===== config.mk =====
export PLATFORM = sky130hd
export DESIGN_NAME = if_stage
export DESIGN_NICKNAME = d
export VERILOG_FILES = /design/src/rtl/if_stage.sv
export SDC_FILE = /design/constraint.sdc
export NUM_CORES = 1
export LEC_CHECK = 0
export ABC_AREA = 0
export BUFFER_PORTS_ARGS = -buffer_cell sky130_fd_sc_hd__buf_2
export CORE_AREA = 2 2 198 103
export DETAILED_ROUTE_END_ITERATION = 12
export DIE_AREA = 0 0 200 105
export PLACE_DENSITY_LB_ADDON = 0.12
export SLEW_MARGIN = 5
export SYNTH_ARGS = -nofsm -noshare
export SYNTH_HDL_FRONTEND = slang
export SYNTH_SLANG_ARGS = --single-unit

===== constraint.sdc =====
create_clock -name clk -period 2.3 [get_ports clk]
set_input_delay 0.345 -clock clk [delete_from_list [all_inputs] [get_ports clk]]
set_output_delay 0.345 -clock clk [all_outputs]
set_load 0.1 [all_outputs]

===== src/rtl/if_stage.sv =====
// Instruction-fetch stage: owns the PC, drives imem, fills the IF/ID register.
// Optional IF_PERF_CNT_EN adds saturating fetch/stall counters.
module if_stage #(
  parameter int unsigned           ADDR_W    = 32,
  parameter int unsigned           INSTR_W   = 32,
  parameter logic [INSTR_W-1:0]    NOP_INSTR = '0
) (
  input  logic               clk,
  input  logic               rst,
  input  logic [ADDR_W-1:0]  start_pc,
  input  logic               stall,
  input  logic               flush,
  input  logic               redirect_valid,
  input  logic [ADDR_W-1:0]  redirect_pc,
  output logic [ADDR_W-1:0]  imem_addr,
  input  logic [INSTR_W-1:0] imem_rdata,
  output logic [ADDR_W-1:0]  program_counter,
  output logic [INSTR_W-1:0] ifid_instr,
  output logic [ADDR_W-1:0]  ifid_pc_plus4,
  output logic               ifid_valid
`ifdef IF_PERF_CNT_EN
  ,
  output logic [31:0]        fetch_count,
  output logic [31:0]        stall_count
`endif
);

  logic [ADDR_W-1:0]  pc_q, pc_d;
  logic [ADDR_W-1:0]  pc_plus4;
  logic [INSTR_W-1:0] instr_q, instr_d;
  logic [ADDR_W-1:0]  pc4_q, pc4_d;
  logic               valid_q, valid_d;
  logic               unused_low_bits;

  // PCs are word aligned; the low two bits of both sources are dropped.
  assign unused_low_bits = ^{start_pc[1:0], redirect_pc[1:0]};

  assign pc_plus4        = pc_q + ADDR_W'(4);
  assign imem_addr       = pc_q;
  assign program_counter = pc_q;
  assign ifid_instr      = instr_q;
  assign ifid_pc_plus4   = pc4_q;
  assign ifid_valid      = valid_q;

  always_comb begin
    pc_d    = pc_q;
    instr_d = instr_q;
    pc4_d   = pc4_q;
    valid_d = valid_q;
    if (redirect_valid) begin
      pc_d    = {redirect_pc[ADDR_W-1:2], 2'b00};
      instr_d = NOP_INSTR;
      pc4_d   = '0;
      valid_d = 1'b0;
    end else if (stall) begin
      if (flush) begin
        instr_d = NOP_INSTR;
        pc4_d   = '0;
        valid_d = 1'b0;
      end
    end else begin
      pc_d = pc_plus4;
      if (flush) begin
        instr_d = NOP_INSTR;
        pc4_d   = '0;
        valid_d = 1'b0;
      end else begin
        instr_d = imem_rdata;
        pc4_d   = pc_plus4;
        valid_d = 1'b1;
      end
    end
  end

  always_ff @(posedge clk) begin
    if (rst) begin
      pc_q    <= {start_pc[ADDR_W-1:2], 2'b00};
      instr_q <= NOP_INSTR;
      pc4_q   <= '0;
      valid_q <= 1'b0;
    end else begin
      pc_q    <= pc_d;
      instr_q <= instr_d;
      pc4_q   <= pc4_d;
      valid_q <= valid_d;
    end
  end

`ifdef IF_PERF_CNT_EN
  logic [31:0] fetch_q, stall_q;
  logic        fetch_inc, stall_inc;

  assign fetch_inc   = !redirect_valid && !stall && !flush;
  assign stall_inc   = stall && !redirect_valid;
  assign fetch_count = fetch_q;
  assign stall_count = stall_q;

  always_ff @(posedge clk) begin
    if (rst) begin
      fetch_q <= '0;
      stall_q <= '0;
    end else begin
      if (fetch_inc && (fetch_q != 32'hFFFF_FFFF)) fetch_q <= fetch_q + 32'd1;
      if (stall_inc && (stall_q != 32'hFFFF_FFFF)) stall_q <= stall_q + 32'd1;
    end
  end
`endif

endmodule

==> flow_summary_export.csv, run 1 <==
group,metric,value,unit
outcome,status,"finished, final reports clean",
cells_and_area,nets,771,
die,die_w,200,um
cts,htree_levels,3,
route,drtIter0Drc,172,
placed_design,hpwl,11900,um
global_routing,antenna_found_initial,3,
worst_setup_path,crit_type,"reg -> reg",
timing,finalHoldViolCount,0,
cts,clockRootBuffer,"clkbuf_16",
yosys,synth_cell_type_count,41,
yosys,yosys-top-cells-count,"63 x dfxtp_1, 49 x nor2_1, 44 x mux2i_1, 38 x nand2_1, 37 x a21oi_1",
timing,slew_viol_final,0,
timing,whs,0.2303,ns
cts,cts_setup_buffers,0,
global_routing,gr-total-overflow,0,
route,post_drt_wl_per_cell,16.54,um
route,viasPerCell,4.343,
worst_setup_path,worst_setup_path_start_kind,"flip-flop",
power,power_density,857.4,mW/mm^2
yosys,avgSynthCellArea,9.649,um^2
timing,min_period_over_period,0.9176,
yosys,ys_warn_count,0,
cts,cts_made_buffers,9,
placed_design,io_buffers,219,
timing,setup_viol,0,
power,ir_worst_vdd,0.3363,mV
route,first_pass_iters,4,
global_routing,grt.total_usage,0.1489,
global_routing,grt_pass1_wl,23490,um
worst_setup_path,crit_arrival,2.20,ns
die,die-area,0.02100,mm^2
route,via_count,4091,
worst_setup_path,end_kind,"flip-flop",
cts,cts_buffer_depth,2,
yosys,synthCells,469,
route,wl,15580,um
die,die_h,105,um
timing,finalClockSkew,0.008919,ns
yosys,ys.flop_type,"dfxtp_1",
timing,worstMarginPinSlew,0.5650,ns
timing,min_period,2.111,ns
timing,fmax,473.8,MHz
die,ios,230,
yosys,synth_most_common_cell,"dfxtp_1",
timing,relSlewSlack,0.6220,
worst_setup_path,required,2.39,ns
yosys,ys_seq_elements,93,
worst_hold_path,hp-class,"in -> reg",
timing,tns,0,ns
yosys,async_flop_share,0,
placed_design,gp_congestion,0.7752,
yosys,synth_top_area_frac,0.2787,
yosys,syn-cell-area,0.004526,mm^2
cts,cts_sinks,93,
yosys,synthTopCellsByArea,"dfxtp_1 28%, edfxtp_1 20%, mux2i_1 9.7%",
cells_and_area,syn2layout_area_growth,35.50,%
cts,hold_buffers,0,
cts,cts.clk_slew.worst_paths,0.07,ns
worst_setup_path,cp_max_fo,12,
yosys,ys_seq_area_frac,0.4777,
die,std_cell_rows,36,
cells_and_area,drive_gt1_frac,0.4139,
power,p_leak,2.834,nW
global_routing,grt_max_degree,44,
cts,clock_latency,0.35,ns
cts,cts_resized,0,
timing,rsz0062_at_grt,"no",
yosys,synth_edf_count,30,
route,ant_nets,0,
die,initial_core_util,0.2364,
global_routing,grt_pass1_vias,4000,
route,drc,0,
cts,tritoncts,"done",
yosys,synth_top_area_cell,"dfxtp_1",
job,cap_violations,0,
die,fp.coreArea,0.01914,mm^2
## worst max-delay path, cell delays in order (launching register included)
cell and delay, ns:
edfxtp_1 0.42, ha_2 0.22, nand4_1 0.11, or2_2 0.48, o31a_1 0.31, o31ai_1 0.22, o21ai_1 0.08
## registers in the layout, indices dropped and copies added (netlist names)
name and count:
ifid_valid 1, ifid_pc_plus4 30, imem_addr 30, ifid_instr 32
## through the flow
stage / utilization / area (um^2) / total power [mW] / worst slack (ns) / cells
finish: 0.3203 / 6132 / 5.258 / 0.1894 / 942
global route: 0.3202 / 6130 / 5.479 / 0.01214 / 941
global placement: 0.3027 / 5796 / 3.644 / 0.1307 / 924
CTS: 0.3201 / 6127 / 5.345 / 0.08399 / 940
floorplan: - / 4547 / 3.350 / -0.3313 / 474
detailed placement: 0.3027 / 5796 / 3.646 / 0.1061 / 924
## kinds of logic (layout without fill, tap and decap cells)
| kind of cell | after synthesis | in the layout | synth area share |
|---|---|---|---|
| flip-flops | 93 | 93 | 0.4777 |
| other | 1 | 8 | 0.0008286 |
| buffers and inverters | 70 | 270 | 0.09345 |
| XOR/XNOR | 23 | 23 | 0.04451 |
| adder cells (fa/ha/maj) | 1 | 1 | 0.002764 |
| AO/OA/AOI/OAI | 105 | 105 | 0.1291 |
| AND/OR/NAND/NOR | 131 | 131 | 0.1518 |
| multiplexers | 45 | 45 | 0.09981 |
## power breakdown
group	internal, mW	leakage [nW]	switching [mW]
Combinational	0.319	1.85	1.40
Clock	1.01	0.163	0.654
Sequential	1.79	0.824	0.0907
Total	3.12	2.83	2.14
## cells in the final DEF, fill, tap and decap left out, types with 2 or more instances in the layout
master	instances
a21oi_1	37
a22oi_1	6
and3_1	4
and4_4	2
buf_2	219
buf_4	25
clkbuf_1	2
clkbuf_16	11
conb_1	6
dfxtp_1	63
diode_2	2
edfxtp_1	30
inv_1	7
inv_2	2
mux2i_1	44
nand2_1	38
nand2b_1	3
nand3_1	6
nand4_1	4
nor2_1	49
nor3_1	7
nor3_2	5
nor4_1	2
nor4_2	3
nor4_4	2
o21a_1	3
o21ai_0	36
o21ai_1	6
o22ai_1	9
o31a_1	4
o31ai_1	4
xnor2_1	18
xor2_1	5
## worst paths after layout
kind,start,end,slack [ns],cells past startpoint
max,imem_addr[3],imem_addr[28],0.19,6
min,imem_rdata[13],ifid_instr[13],0.23,3
max reg2reg,imem_addr[3],imem_addr[28],0.19,6
min reg2reg,ifid_pc_plus4[4],ifid_pc_plus4[4],0.45,2
## metal layers
| layer | track usage | vias to the layer above | routed length [um] |
|---|---|---|---|
| met1 | 0.2200 | 1927 | 8153 |
| met4 | 0.02698 | 2 | 124 |
| li1 | - | 2014 | - |
| met2 | 0.2116 | 136 | 6273 |
| met3 | 0.04551 | 12 | 1009 |
| met5 | 0 | - | 16 |
## layout make-up
type | count | area (um^2)
well taps | 266 | 332.8
multi-input cells | 311 | 1963
repair buffers | 245 | 1304
fillers | 2055 | 13010
clock buffers | 14 | 296.5
inverters | 9 | 33.78
flip-flops and latches | 93 | 2162
diodes | 2 | 5.005
clock inverters | 2 | 35.03
Power figures use the tool's default switching activity.
==> inputs of run 2 (changes only) <==
clock period = 2 ns   (was 2.3 ns; I/O delays follow)
==> run 2 against run 1 <==
Cell area grew 3.7%. Register-to-register slack lost 0.18 ns. Power grew 16%. Clock power grew 11%. Flip-flop and latch count is the same. Wire length grew 3.8%. Count of clock-buffer cells in the layout shrank 3. First-iteration DRC count grew 12%. Clock skew shrank 0.0011 ns. Core utilization grew 1.2 points. Worst hold slack lost 0.048 ns. Critical path type unchanged.
==> flow_summary_export.csv, run 2 (synthesis results as in run 1) <==
group,metric,value,unit
cells_and_area,final_util,0.3322,
timing,setup_viol,0,
worst_setup_path,critical_path.top_delay_family,"compound AO/OA/AOI/OAI gates",
cells_and_area,stdcell_area,0.006359,mm^2
power,power_density,955.4,mW/mm^2
route,ant_nets,0,
timing,min_period_over_period,0.9972,
timing,worstMarginPinSlew,0.6588,ns
timing,min_period,1.994,ns
worst_hold_path,hold_path_end,"ifid_instr[15]",
worst_setup_path,required,2.09,ns
cts,cts.clk_slew.worst_paths,0.07,ns
worst_setup_path,end_kind,"flip-flop",
worst_setup_path,crit_buf_inv,1,
route,post_drt_wl_per_cell,16.81,um
cells_and_area,largest_reg_flops,32,
die,die_w,200,um
power,fin_total_pwr,6.075,mW
global_routing,gr-total-overflow,0,
placed_design,io_buffers,219,
cts,cts_made_buffers,9,
cts,clock_latency,0.35,ns
placed_design,gp_congestion,0.7605,
power,p_sw,2.514,mW
global_routing,grt_max_degree,46,
placed_design,place_area,0.005956,mm^2
cells_and_area,final_cell_mix,"219 x buf_2, 63 x dfxtp_1, 49 x nor2_1",
die,die-area,0.02100,mm^2
cts,cts_sinks,93,
power,pwr-share-comb,0.341,
worst_hold_path,hold_depth,3,
die,std_cell_rows,36,
cells_and_area,final_cell_count_no_fill,962,
worst_hold_path,hp-class,"in -> reg",
worst_setup_path,cp_max_fo,12,
cells_and_area,syn2layout_area_growth,40.50,%
worst_setup_path,rrSetupSlack,0.006,ns
route,drc,0,
worst_setup_path,worst_setup_path_start_kind,"flip-flop",
route,wl,16180,um
route,viasPerCell,4.370,
worst_setup_path,r2r_end,"imem_addr[28]",
worst_hold_path,hold_start,"imem_rdata[15]",
cts,hold_buffers,0,
die,fp.coreArea,0.01914,mm^2
power,internal_power,3.561,mW
route,via_count,4204,
power,ir_worst_vdd,0.4525,mV
die,ios,230,
timing,fmax,501.4,MHz
worst_setup_path,critPathSlowestCell,"edfxtp_1",
worst_setup_path,crit_type,"reg -> reg",
cts,cts_buffer_depth,2,
placed_design,dpl.cell_count,939,
cells_and_area,final_common_cell,"buf_2",
cells_and_area,multi_input_area,0.002023,mm^2
power,switching_share,0.4139,
cts,clockRootBuffer,"clkbuf_16",
cts,htree_levels,3,
global_routing,antenna_found_initial,2,
global_routing,grt_pass1_wl,23890,um
worst_setup_path,max_stage_delay,0.47,ns
timing,finalClockSkew,0.007816,ns
global_routing,grt.total_usage,0.1526,
route,drtIter0Drc,192,
die,die_h,105,um
job,cap_violations,0,
route,first_pass_iters,4,
worst_setup_path,path_cells,"ha_4 -> nand4_1 -> or2_1 -> buf_12 -> o31a_1 -> o31ai_2 -> o21ai_1",
timing,finalHoldViolCount,0,
outcome,status,"finished, final reports clean",
worst_setup_path,worstSetupStartpoint,"imem_addr[2]",
timing,rsz0062_at_grt,"yes",
placed_design,hpwl,12290,um
power,p_leak,2.965,nW
cells_and_area,drive_gt1_frac,0.4417,
cells_and_area,nets,792,
worst_setup_path,crit_arrival,2.09,ns
timing,slew_viol_final,0,
timing,relSlewSlack,0.5608,
cells_and_area,regArea,0.002162,mm^2
cells_and_area,fillers,2036,
power,seq_power_share,0.354,
cts,tritoncts,"done",
die,initial_core_util,0.2364,
global_routing,grt_pass1_vias,4056,
power,pwr-share-clk,0.305,
worst_setup_path,ff2ff_path_depth,7,
worst_setup_path,r2r_start,"imem_addr[2]",
==> run 2: per-layer routing <==
layer | GRT usage | up-vias | wire, um
met1 | 0.2326 | 2005 | 8554
met5 | 0 | - | 11
met3 | 0.04164 | 14 | 839
met4 | 0.02698 | 2 | 120
met2 | 0.2118 | 127 | 6649
li1 | - | 2056 | -
==> run 2: timing repair <==
item                                    4_1_cts  5_1_grt
resized for setup                             0        5
cloned                                        0        0
setup buffers                                 2        4
endpoints found under the setup margin        5       23
hold endpoints to repair                      0        0
pin swaps                                     1        3
==> run 2: final cells by class <==
cell class                      count  share of cell area
Tap cell                          266             0.05234
Clock inverter                      5            0.008461
Inverter                            9            0.005313
Timing Repair Buffer              266              0.2338
Clock buffer                       11             0.04152
Antenna cell                        1           0.0003935
Multi-Input combinational cell    311              0.3182
Sequential cell                    93              0.3400
==> run 2: per-stage QoR <==
| step | setup WS [ns] | hold WS [ns] | TNS, ns |
|---|---|---|---|
| finish | 0.005644 | 0.1826 | 0 |
| global route | -0.08583 | 0.1726 | -0.2983 |
| CTS | -0.04632 | 0.1647 | -0.07459 |
| global placement | -0.06881 | 0.4432 | -0.1268 |
| detailed placement | -0.06361 | 0.4473 | -0.1112 |
| floorplan | -0.5238 | 0.4439 | -15.21 |
==> run 2: power groups by stage <==
stage | clock network, mW | logic (mW) | registers (mW)
floorplan | 0 | 0.969 | 2.89
global placement | 0 | 2.06 | 2.19
detailed placement | 0 | 2.06 | 2.19
CTS | 1.92 | 2.07 | 2.15
global route | 1.98 | 2.17 | 2.16
finish | 1.85 | 2.07 | 2.15
==> run 2: worst max-delay path by stage <==
stage          depth (start not counted)             to
2_1_floorplan                          7  imem_addr[30]
3_3_place_gp                           7  imem_addr[28]
3_5_place_dp                           7  imem_addr[28]
4_1_cts                                7  imem_addr[28]
5_1_grt                                7  imem_addr[28]
6_report                               7  imem_addr[28]
==> run 2: worst reg2reg max path, cell delays in order (launching register included) <==
cell,delay [ns]
edfxtp_1,0.47
ha_4,0.19
nand4_1,0.11
or2_1,0.27
buf_12,0.16
o31a_1,0.28
o31ai_2,0.19
o21ai_1,0.08
==> inputs of run 3 (changes only) <==
SETUP_SLACK_MARGIN = 0.5   (was default)
==> run 3 against run 2 <==
Core utilization is 5.8 points higher. Clock skew fell by 0.0034 ns. Setup slack better by 0.078 ns. Sequential share of layout area decreased by 5.0 points. Die area unchanged. Cell area is 17% higher. Clock power decreased by 7%.
==> flow_summary_export.csv, run 3 (synthesis results as in run 1) <==
group,metric,value,unit
cts,cts_sinks,93,
global_routing,grt_pass1_wl,25790,um
cells_and_area,drive_gt1_frac,0.5254,
global_routing,gr-total-overflow,0,
placed_design,io_buffers,219,
placed_design,dpl.cell_count,939,
timing,relSlewSlack,0.6107,
timing,finalHoldViolCount,0,
global_routing,grt_max_degree,46,
route,via_count,4362,
cells_and_area,final_common_cell,"buf_2",
cts,clockRootBuffer,"clkbuf_16",
timing,finalClockSkew,0.004413,ns
worst_setup_path,crit_type,"reg -> reg",
global_routing,grt.total_usage,0.1669,
cells_and_area,syn2layout_area_growth,64.86,%
die,std_cell_rows,36,
die,initial_core_util,0.2364,
cells_and_area,nets,824,
worst_setup_path,cp_max_fo,6,
timing,min_period,1.917,ns
timing,setup_viol,0,
timing,min_period_over_period,0.9583,
cts,htree_levels,3,
worst_hold_path,hp-class,"in -> reg",
placed_design,hpwl,12510,um
timing,rsz0062_at_grt,"yes",
route,ant_nets,0,
route,wl,17290,um
global_routing,grt_pass1_vias,4297,
global_routing,antenna_found_initial,4,
cells_and_area,final_cell_mix,"159 x buf_2, 71 x buf_4, 63 x dfxtp_1",
cts,tritoncts,"done",
cts,clock_latency,0.36,ns
worst_setup_path,end_kind,"flip-flop",
worst_setup_path,worst_setup_path_start_kind,"flip-flop",
job,cap_violations,0,
die,die_w,200,um
cts,cts_buffer_depth,2,
die,fp.coreArea,0.01914,mm^2
die,die-area,0.02100,mm^2
route,drtIter0Drc,157,
cells_and_area,fillers,1907,
power,ir_worst_vdd,0.4117,mV
placed_design,gp_congestion,0.7448,
power,p_leak,3.485,nW
cts,hold_buffers,0,
route,viasPerCell,4.384,
worst_setup_path,crit_arrival,2.03,ns
cts,cts_made_buffers,9,
timing,whs,0.1705,ns
die,die_h,105,um
die,ios,230,
worst_setup_path,required,2.11,ns
cts,cts.clk_slew.worst_paths,0.07,ns
cells_and_area,final_util,0.3897,
route,first_pass_iters,4,
route,drc,0,
timing,slew_viol_final,0,
outcome,status,"finished, final reports clean",
cells_and_area,final_cell_count_no_fill,995,
power,power_density,852.1,mW/mm^2
timing,fmax,521.8,MHz
cells_and_area,largest_reg_flops,32,
route,post_drt_wl_per_cell,17.37,um
timing,worstMarginPinSlew,0.5819,ns
run 3: timing repair:
action / in CTS / in global routing
gates cloned: 1 / 0
setup buffers: 32 / 5
endpoints found under the setup margin: 112 / 98
gates resized for setup: 131 / 82
pin swaps: 34 / 22
run 3: metrics by stage:
step,setup slack (ns),area [um^2],setup TNS (ns),total power [mW]
2_1_floorplan,-0.5238,4832,-16.16,3.992
3_3_place_gp,0.02055,5996,0,4.269
3_5_place_dp,-0.01800,5996,-0.01800,4.271
4_1_cts,0.03784,7081,0,6.266
5_1_grt,-0.03451,7456,-0.05982,6.612
6_report,0.08344,7461,0,6.357
run 3: layout make-up:
type / count / area (um^2) / share of cell area
multi-input combinational: 311 / 2370 / 0.3176
timing repair buffer: 298 / 2273 / 0.3047
sequential: 93 / 2162 / 0.2898
tap: 266 / 332.8 / 0.04461
clock buffer: 10 / 239.0 / 0.03203
clock inverter: 6 / 45.04 / 0.006037
inverter: 9 / 33.78 / 0.004528
antenna: 2 / 5.005 / 0.0006708
run 3: power by group:
part           switching, mW  internal [mW]
Sequential            0.0822           2.06
Combinational           1.77          0.721
Clock                  0.836          0.888
run 3: worst paths after layout:
path         depth (start not counted)                end               from  slack, ns
max reg2reg                          8      imem_addr[26]       imem_addr[2]       0.08
min                                  3     ifid_instr[14]     imem_rdata[14]       0.17
min reg2reg                          2  ifid_pc_plus4[21]  ifid_pc_plus4[21]       0.46
max                                  8      imem_addr[26]       imem_addr[2]       0.08
run 3: layer usage:
metal  track usage  part of all wire  vias to the layer above
met5             0            0.0013                        -
met4       0.04233             0.011                        4
met3       0.05423             0.069                       15
met2        0.2314              0.42                      132
met1        0.2448              0.50                     2083
li1              -                 -                     2128
run 3: worst max-delay path, cell delays in order (launching register included):
cell,delay (ns)
edfxtp_1,0.42
ha_4,0.18
nand4_1,0.10
or2_4,0.28
buf_12,0.14
buf_6,0.11
nor3_4,0.18
xnor2_2,0.14
o21ai_1,0.09
